**src/rtl/ihex_uart_loader.sv**
```systemverilog
// Intel HEX loader over UART: 8N1 receiver, record parser with checksum,
// byte-write port, and a transmitter returning one status string per record.

// Receiver: 2-flop synchronizer, mid-bit sampling, frames with a bad stop bit are discarded.
module uart_rx (
    input  logic        clock,
    input  logic        reset,
    input  logic [15:0] prescaler,
    input  logic        rx,
    output logic        we_out,
    output logic [7:0]  data_out
);
    typedef enum logic [1:0] {RX_IDLE, RX_START, RX_DATA, RX_STOP} rx_state_t;

    rx_state_t   state, state_nxt;
    logic        sync1, sync2, prev;
    logic [15:0] cnt, cnt_nxt;
    logic [2:0]  idx, idx_nxt;
    logic [7:0]  shift, shift_nxt;
    logic        we_nxt;
    logic [7:0]  data_nxt;

    // Synchronize rx and keep the previous level for falling-edge detection
    always_ff @(posedge clock) begin
        if (!reset) begin
            sync1 <= 1'b1;
            sync2 <= 1'b1;
            prev  <= 1'b1;
        end else begin
            sync1 <= rx;
            sync2 <= sync1;
            prev  <= sync2;
        end
    end

    // State and datapath registers
    always_ff @(posedge clock) begin
        if (!reset) begin
            state    <= RX_IDLE;
            cnt      <= '0;
            idx      <= '0;
            shift    <= '0;
            we_out   <= 1'b0;
            data_out <= '0;
        end else begin
            state    <= state_nxt;
            cnt      <= cnt_nxt;
            idx      <= idx_nxt;
            shift    <= shift_nxt;
            we_out   <= we_nxt;
            data_out <= data_nxt;
        end
    end

    // Next state: start confirmed at T/2, then every sample one full bit later
    always_comb begin
        state_nxt = state;
        cnt_nxt   = 16'(cnt + 16'd1);
        idx_nxt   = idx;
        shift_nxt = shift;
        we_nxt    = 1'b0;
        data_nxt  = data_out;
        case (state)
            RX_IDLE: begin
                cnt_nxt = '0;
                if (prev && !sync2) state_nxt = RX_START;
            end
            RX_START: begin
                if (cnt == {1'b0, prescaler[15:1]}) begin
                    cnt_nxt   = '0;
                    idx_nxt   = '0;
                    state_nxt = sync2 ? RX_IDLE : RX_DATA;
                end
            end
            RX_DATA: begin
                if (cnt == prescaler) begin
                    cnt_nxt   = '0;
                    shift_nxt = {sync2, shift[7:1]};
                    idx_nxt   = 3'(idx + 3'd1);
                    if (idx == 3'd7) state_nxt = RX_STOP;
                end
            end
            RX_STOP: begin
                if (cnt == prescaler) begin
                    cnt_nxt   = '0;
                    state_nxt = RX_IDLE;
                    if (sync2) begin
                        we_nxt   = 1'b1;
                        data_nxt = shift;
                    end
                end
            end
            default: state_nxt = RX_IDLE;
        endcase
    end
endmodule

// Transmitter: accepts a byte while sendable, frame begins on the following cycle.
module uart_tx (
    input  logic        clock,
    input  logic        reset,
    input  logic [15:0] prescaler,
    input  logic        sendreq,
    input  logic [7:0]  data_in,
    output logic        sendable,
    output logic        tx
);
    typedef enum logic [1:0] {TX_IDLE, TX_START, TX_DATA, TX_STOP} tx_state_t;

    tx_state_t   state, state_nxt;
    logic [15:0] cnt, cnt_nxt;
    logic [2:0]  idx, idx_nxt;
    logic [7:0]  shift, shift_nxt;
    logic        tx_nxt;

    // State, datapath and line registers
    always_ff @(posedge clock) begin
        if (!reset) begin
            state    <= TX_IDLE;
            cnt      <= '0;
            idx      <= '0;
            shift    <= '0;
            tx       <= 1'b1;
            sendable <= 1'b1;
        end else begin
            state    <= state_nxt;
            cnt      <= cnt_nxt;
            idx      <= idx_nxt;
            shift    <= shift_nxt;
            tx       <= tx_nxt;
            sendable <= (state_nxt == TX_IDLE);
        end
    end

    // Next state; the line level is derived from where the frame will be next cycle
    always_comb begin
        state_nxt = state;
        cnt_nxt   = 16'(cnt + 16'd1);
        idx_nxt   = idx;
        shift_nxt = shift;
        tx_nxt    = 1'b1;
        case (state)
            TX_IDLE: begin
                cnt_nxt = '0;
                if (sendreq) begin
                    shift_nxt = data_in;
                    state_nxt = TX_START;
                end
            end
            TX_START: begin
                if (cnt == prescaler) begin
                    cnt_nxt   = '0;
                    idx_nxt   = '0;
                    state_nxt = TX_DATA;
                end
            end
            TX_DATA: begin
                if (cnt == prescaler) begin
                    cnt_nxt   = '0;
                    shift_nxt = {1'b0, shift[7:1]};
                    idx_nxt   = 3'(idx + 3'd1);
                    if (idx == 3'd7) state_nxt = TX_STOP;
                end
            end
            TX_STOP: begin
                if (cnt == prescaler) begin
                    cnt_nxt   = '0;
                    state_nxt = TX_IDLE;
                end
            end
            default: state_nxt = TX_IDLE;
        endcase
        case (state_nxt)
            TX_START: tx_nxt = 1'b0;
            TX_DATA:  tx_nxt = shift_nxt[0];
            default:  tx_nxt = 1'b1;
        endcase
    end
endmodule

// Loader top: parser FSM, write port and response sender
module ihex_uart_loader (
    input  logic        clock,
    input  logic        reset,
    input  logic [15:0] prescaler,
    input  logic        rx,
    output logic        tx,
    output logic        mem_we,
    output logic [15:0] mem_addr,
    output logic [7:0]  mem_data
);
    typedef enum logic [2:0] {P_IDLE, P_LEN, P_ADDR, P_TYPE, P_DATA, P_CSUM} p_state_t;
    typedef enum logic [1:0] {R_OK, R_BAD, R_SYNTAX, R_END} resp_t;

    localparam logic [7:0] CH_COLON = 8'h3A;

    logic       rx_we;
    logic [7:0] rx_data;
    logic       sendable;
    logic       sendreq_c;
    logic [7:0] tx_char_c;

    p_state_t    p_state, p_nxt;
    logic [1:0]  dcnt, dcnt_nxt;
    logic [3:0]  hi_nib, hi_nxt;
    logic [7:0]  len, len_nxt;
    logic [15:0] addr, addr_nxt;
    logic [7:0]  rtype, rtype_nxt;
    logic [7:0]  sum, sum_nxt;
    logic [7:0]  idx, idx_nxt;
    logic        we_nxt;
    logic [15:0] maddr_nxt;
    logic [7:0]  mdata_nxt;
    logic        resp_req, req_nxt;
    resp_t       resp_code, code_nxt;

    logic        is_hex_c;
    logic [3:0]  nib_c;
    logic [7:0]  byte_c;

    logic        busy;
    resp_t       msg;
    logic [2:0]  cidx;
    logic [2:0]  last_c;

    uart_rx u_rx (
        .clock     (clock),
        .reset     (reset),
        .prescaler (prescaler),
        .rx        (rx),
        .we_out    (rx_we),
        .data_out  (rx_data)
    );

    uart_tx u_tx (
        .clock     (clock),
        .reset     (reset),
        .prescaler (prescaler),
        .sendreq   (sendreq_c),
        .data_in   (tx_char_c),
        .sendable  (sendable),
        .tx        (tx)
    );

    // Hex digit decode of the received character
    always_comb begin
        is_hex_c = 1'b1;
        nib_c    = 4'h0;
        if (rx_data >= 8'h30 && rx_data <= 8'h39)      nib_c = 4'(rx_data - 8'h30);
        else if (rx_data >= 8'h41 && rx_data <= 8'h46) nib_c = 4'(rx_data - 8'h37);
        else if (rx_data >= 8'h61 && rx_data <= 8'h66) nib_c = 4'(rx_data - 8'h57);
        else                                            is_hex_c = 1'b0;
        byte_c = {hi_nib, nib_c};
    end

    // Parser state and field registers
    always_ff @(posedge clock) begin
        if (!reset) begin
            p_state   <= P_IDLE;
            dcnt      <= '0;
            hi_nib    <= '0;
            len       <= '0;
            addr      <= '0;
            rtype     <= '0;
            sum       <= '0;
            idx       <= '0;
            mem_we    <= 1'b0;
            mem_addr  <= '0;
            mem_data  <= '0;
            resp_req  <= 1'b0;
            resp_code <= R_OK;
        end else begin
            p_state   <= p_nxt;
            dcnt      <= dcnt_nxt;
            hi_nib    <= hi_nxt;
            len       <= len_nxt;
            addr      <= addr_nxt;
            rtype     <= rtype_nxt;
            sum       <= sum_nxt;
            idx       <= idx_nxt;
            mem_we    <= we_nxt;
            mem_addr  <= maddr_nxt;
            mem_data  <= mdata_nxt;
            resp_req  <= req_nxt;
            resp_code <= code_nxt;
        end
    end

    // Parser next state: one step per received character
    always_comb begin
        p_nxt     = p_state;
        dcnt_nxt  = dcnt;
        hi_nxt    = hi_nib;
        len_nxt   = len;
        addr_nxt  = addr;
        rtype_nxt = rtype;
        sum_nxt   = sum;
        idx_nxt   = idx;
        we_nxt    = 1'b0;
        maddr_nxt = mem_addr;
        mdata_nxt = mem_data;
        req_nxt   = 1'b0;
        code_nxt  = resp_code;
        if (rx_we) begin
            if (p_state == P_IDLE) begin
                if (rx_data == CH_COLON) begin
                    p_nxt    = P_LEN;
                    dcnt_nxt = '0;
                    sum_nxt  = '0;
                end
            end else if (!is_hex_c) begin
                // Syntax error; a colon also opens the next record
                req_nxt  = 1'b1;
                code_nxt = R_SYNTAX;
                dcnt_nxt = '0;
                sum_nxt  = '0;
                p_nxt    = (rx_data == CH_COLON) ? P_LEN : P_IDLE;
            end else begin
                hi_nxt   = nib_c;
                dcnt_nxt = 2'(dcnt + 2'd1);
                case (p_state)
                    P_LEN: begin
                        if (dcnt[0]) begin
                            len_nxt  = byte_c;
                            sum_nxt  = 8'(sum + byte_c);
                            dcnt_nxt = '0;
                            p_nxt    = P_ADDR;
                        end
                    end
                    P_ADDR: begin
                        addr_nxt = {addr[11:0], nib_c};
                        if (dcnt == 2'd3) begin
                            sum_nxt  = 8'(sum + addr[11:4] + {addr[3:0], nib_c});
                            dcnt_nxt = '0;
                            p_nxt    = P_TYPE;
                        end
                    end
                    P_TYPE: begin
                        if (dcnt[0]) begin
                            rtype_nxt = byte_c;
                            sum_nxt   = 8'(sum + byte_c);
                            dcnt_nxt  = '0;
                            idx_nxt   = '0;
                            p_nxt     = (len == 8'd0) ? P_CSUM : P_DATA;
                        end
                    end
                    P_DATA: begin
                        if (dcnt[0]) begin
                            sum_nxt  = 8'(sum + byte_c);
                            dcnt_nxt = '0;
                            if (rtype == 8'h00) begin
                                we_nxt    = 1'b1;
                                maddr_nxt = 16'(addr + {8'h00, idx});
                                mdata_nxt = byte_c;
                            end
                            idx_nxt = 8'(idx + 8'd1);
                            if (idx == 8'(len - 8'd1)) p_nxt = P_CSUM;
                        end
                    end
                    P_CSUM: begin
                        if (dcnt[0]) begin
                            dcnt_nxt = '0;
                            req_nxt  = 1'b1;
                            p_nxt    = P_IDLE;
                            if (rtype > 8'h05 || 8'(sum + byte_c) != 8'h00) code_nxt = R_BAD;
                            else if (rtype == 8'h01)                         code_nxt = R_END;
                            else                                             code_nxt = R_OK;
                        end
                    end
                    default: p_nxt = P_IDLE;
                endcase
            end
        end
    end

    // Character of the active response at position cidx
    always_comb begin
        last_c    = (msg == R_END) ? 3'd6 : 3'd0;
        sendreq_c = busy && sendable;
        case (msg)
            R_OK:     tx_char_c = 8'h2E;
            R_BAD:    tx_char_c = 8'h58;
            R_SYNTAX: tx_char_c = 8'h3F;
            default: begin
                case (cidx)
                    3'd0:    tx_char_c = 8'h0D;
                    3'd1:    tx_char_c = 8'h0A;
                    3'd2:    tx_char_c = 8'h45;
                    3'd3:    tx_char_c = 8'h4E;
                    3'd4:    tx_char_c = 8'h44;
                    3'd5:    tx_char_c = 8'h0D;
                    default: tx_char_c = 8'h0A;
                endcase
            end
        endcase
    end

    // Response sender: new requests are dropped while a response is in flight
    always_ff @(posedge clock) begin
        if (!reset) begin
            busy <= 1'b0;
            msg  <= R_OK;
            cidx <= '0;
        end else if (busy) begin
            if (sendreq_c) begin
                if (cidx == last_c) busy <= 1'b0;
                else                cidx <= 3'(cidx + 3'd1);
            end
        end else if (resp_req) begin
            busy <= 1'b1;
            msg  <= resp_code;
            cidx <= '0;
        end
    end
endmodule

```
**config.mk**
```make
export PLATFORM = sky130hd
export DESIGN_NAME = ihex_uart_loader
export DESIGN_NICKNAME = d
export VERILOG_FILES = /design/src/rtl/ihex_uart_loader.sv
export SDC_FILE = /design/constraint.sdc
export NUM_CORES = 1
export LEC_CHECK = 0
export ABC_CLOCK_PERIOD_IN_PS = 4300
export BUFFER_PORTS_ARGS = -buffer_cell sky130_fd_sc_hd__buf_2
export CORE_MARGIN = 5
export CORE_UTILIZATION = 50
export CTS_BUF_LIST = sky130_fd_sc_hd__clkbuf_2
export CTS_CLUSTER_DIAMETER = 120
export CTS_CLUSTER_SIZE = 12
export DETAILED_ROUTE_END_ITERATION = 10
export PLACE_DENSITY = 0.7
export SLEW_MARGIN = 20
export SYNTH_ARGS = -nofsm -noshare
export SYNTH_HDL_FRONTEND = slang
export SYNTH_SLANG_ARGS = --single-unit
```
**constraint.sdc**
```tcl
create_clock -name clock -period 4.3 [get_ports clock]
set_input_delay 0 -clock clock [delete_from_list [all_inputs] [get_ports clock]]
set_output_delay 0 -clock clock [all_outputs]
set_load 0.01 [all_outputs]
```
==> impl_metrics.tcl <==
set metrics [dict create \
    outcome "completed" \
    power.share.sequential 0.636 \
    startpoint "u_rx.data_out[3]" \
    p_sw_mw 0.659 \
    grt_usage 0.199 \
    avgSynthCellArea_um2 8.56 \
    wl_per_cell_um 15.0 \
    synth_area_mm2 0.00905 \
    skew_ns 0.0416 \
    power_density_mw_per_mm2 241 \
    min_from "reset" \
    finalCritPeriodShare 0.960 \
    drv_cap 0 \
    swShare 0.277 \
    reg2reg_from "u_rx.data_out[3]" \
    startpoint_type "flip-flop" \
    syn_to_final_growth_pct 9.38 \
    via_count 7366 \
    drc 0 \
    async_flop_share 0 \
    yosysSeqAreaShare 0.358 \
    numCtsBuffers 17 \
    drive_above_1_share 0.0996 \
    seq_area_mm2 0.00325 \
    cts_sinks 162 \
    synth_top_family_by_area "simple AND/OR/NAND/NOR gates" \
    h-tree-depth 4 \
    ys_ff_latch 162 \
    yosys.area_share.simple 0.202 \
    crit_type "reg2reg" \
    grt_pass1_vias 7056 \
    fillers 1658 \
    die_w_um 145 \
    coreArea_mm2 0.0179 \
    dieArea_mm2 0.0209 \
    pwr-share-comb 0.045 \
    clk_latency_ns 0.76 \
    muxShareOfSynthArea 0.0622 \
    ys.flop_type "dfxtp_1" \
    wirelength_mm 20.2 \
    hold_end "u_rx.sync2" \
    slew_violations 0 \
    ios 45 \
    r2r_end "sum[7]" \
    period_minus_slack_ns 4.13 \
    cts_root_buf "clkbuf_2" \
    final_area_mm2 0.00990 \
    firstDrtPassIters 5 \
    cts_setup_buffers 0 \
    holdWs_ns 0.192 \
    synth-adder-area-share 0.0898 \
    worst_slew_pin_slew_ns 0.995 \
    syn_nets 1136 \
    synth_xor_area_frac 0.112 \
    synthDistinctLibCells 70 \
    slew_headroom 0.337 \
    io_buffers 44 \
    dpl.hpwl_mm 14.2 \
    place_area_mm2 0.00941 \
    rows 49 \
    die-height_um 145 \
    hold_class "in2reg" \
    cp.arrival_ns 4.79 \
    antenna_found_initial 1 \
    globalplace.congestion 0.927 \
    setup_violations 0 \
    ant_nets 0 \
    p_total_mw 2.38 \
    clkPwrFrac 0.319 \
    yosys_warnings 0 \
    r2r_cells 16 \
    cts.clk_slew.worst_paths_ns 0.25 \
    grt_pass1_wl_mm 33.8 \
    internal_power_mw 1.72 \
    cp-end-kind "flip-flop" \
    cp_max_fo 7 \
    multi_input_area_mm2 0.00545 \
    syn-instance-count 1058 \
    viasPerCell 5.48 \
    ir_worst_vdd_uv 207 \
    first_iter_violations 424 \
    whs_path_depth 3 \
    grt_overflow 0 \
    start_util 0.506 \
    synth_compound_area_frac 0.131 \
    r2r_slack_ns 0.17 \
    synth-edff-count 0 \
    p_leak_nw 3.83 \
    nets 1180 \
    crit_required_ns 4.96 \
    clock.fmax_ghz 0.242 \
    finalHoldViolCount 0 \
    grt_max_degree 94 \
    cts_tree "built" \
    cts_buffer_depth 2 \
]
==> state kept, by name (all words and copies together) (netlist names), 8 cells and up <==
register       flops
len                8
u_rx.data_out      8
rtype              8
u_tx.cnt          16
u_rx.cnt          16
mem_addr          16
idx                8
addr              16
sum                8
mem_data           8
u_rx.shift         8
==> layout make-up <==
type / instances / share of cell area
Inverter: 49 / 0.0187
Multi-Input combinational cell: 797 / 0.551
Antenna cell: 1 / 0.000253
Timing Repair Buffer: 75 / 0.0518
Clock inverter: 15 / 0.0125
Clock buffer: 17 / 0.00859
Sequential cell: 162 / 0.329
Tap cell: 229 / 0.0289
==> synth_stat cells (all sizes together), types with 13 or more instances <==
master,n,share of area
inv,47,0.019
a21oi,64,0.035
buf,13,0.0091
nor2,177,0.073
nand2b,17,0.012
a211oi,16,0.017
mux2i,54,0.060
nor3,19,0.011
or3,14,0.0097
nand2,45,0.019
nand4,20,0.015
nand3,37,0.021
clkbuf,37,0.015
xnor2,71,0.069
ha,49,0.068
o21ai,41,0.023
and3,15,0.010
xor2,45,0.044
dfxtp,162,0.36
==> power groups by stage <==
stage          logic [mW]  clock network, mW  registers, mW
6_report            0.107              0.760           1.51
3_3_place_gp       0.0887                  0           1.54
2_1_floorplan      0.0608                  0           1.54
3_5_place_dp       0.0908                  0           1.54
5_1_grt             0.120              0.855           1.52
4_1_cts             0.107              0.794           1.52
==> logic make-up (layout without fill, tap and decap cells) <==
group	Yosys count	in the layout
buffers and inverters	99	156
AO/OA/AOI/OAI	181	181
other	0	1
adder cells (fa/ha/maj)	59	59
XOR/XNOR	116	116
flip-flops	162	162
AND/OR/NAND/NOR	385	385
multiplexers	56	56
==> through the flow <==
step / worst slack, ns / cells / setup TNS, ns / util
after global placement: 0.222 / 1288 / 0 / 0.526
after detailed placement: 0.0671 / 1288 / 0 / 0.526
after floorplan: 0.277 / 1058 / 0 / -
final: 0.171 / 1345 / 0 / 0.553
after global routing: -0.0155 / 1345 / -0.0155 / 0.553
after CTS: 0.0432 / 1344 / 0 / 0.551
==> worst max path at each step <==
| stage | to | slack, ns |
|---|---|---|
| 5_1_grt | sum[7] | -0.02 |
| 4_1_cts | sum[7] | 0.04 |
| 6_report | sum[7] | 0.17 |
| 3_5_place_dp | sum[7] | 0.07 |
| 3_3_place_gp | sum[7] | 0.22 |
| 2_1_floorplan | sum[7] | 0.28 |
==> repair_timing <==
| action | in CTS | in global routing |
|---|---|---|
| pin swaps | 0 | 1 |
| hold buffers | 24 | 0 |
| gates resized for setup | 1 | 12 |
| setup endpoints to repair | 1 | 1 |
| endpoints found under the hold margin | 42 | 0 |
==> critical path, stage by stage (launching register included) <==
cell	delay, ns
dfxtp_4	0.41
or4b_4	0.54
a311oi_4	0.35
nor2_4	0.10
nor2_2	0.15
inv_1	0.09
fa_1	0.48
inv_1	0.04
ha_1	0.22
fa_1	0.40
a21o_1	0.19
a21oi_2	0.19
o21ai_0	0.14
xnor2_1	0.17
nor2_1	0.05
a2111o_1	0.40
a21oi_1	0.15
==> layout by cell type, fill, tap and decap left out, drive strengths merged, types with 4 or more instances in the layout <==
| master | count |
|---|---|
| xnor2 | 71 |
| buf | 51 |
| ha | 49 |
| a22oi | 5 |
| dlygate4sd3 | 24 |
| mux2i | 54 |
| nor2 | 177 |
| nor3 | 19 |
| o21bai | 4 |
| fa | 10 |
| inv | 54 |
| a21o | 5 |
| nand3 | 37 |
| a31oi | 9 |
| and2 | 4 |
| nand2 | 45 |
| and3 | 15 |
| a221oi | 4 |
| nor2b | 12 |
| xor2 | 45 |
| o211ai | 5 |
| a311oi | 4 |
| nor4 | 11 |
| nand4 | 20 |
| clkinvlp | 6 |
| nand2b | 17 |
| dfxtp | 162 |
| clkbuf | 17 |
| a21oi | 64 |
| clkinv | 4 |
| a211oi | 16 |
| o21ai | 41 |
| or3 | 14 |
==> layer usage <==
layer | track usage | vias to the layer above | wire (um)
li1 | - | 3742 | -
met3 | 0.0347 | 31 | 652
met1 | 0.260 | 3464 | 9540
met5 | 0 | - | 0
met4 | 0.0584 | 0 | 335
met2 | 0.337 | 129 | 9670
No activity file was read; power rests on OpenSTA's default activity.
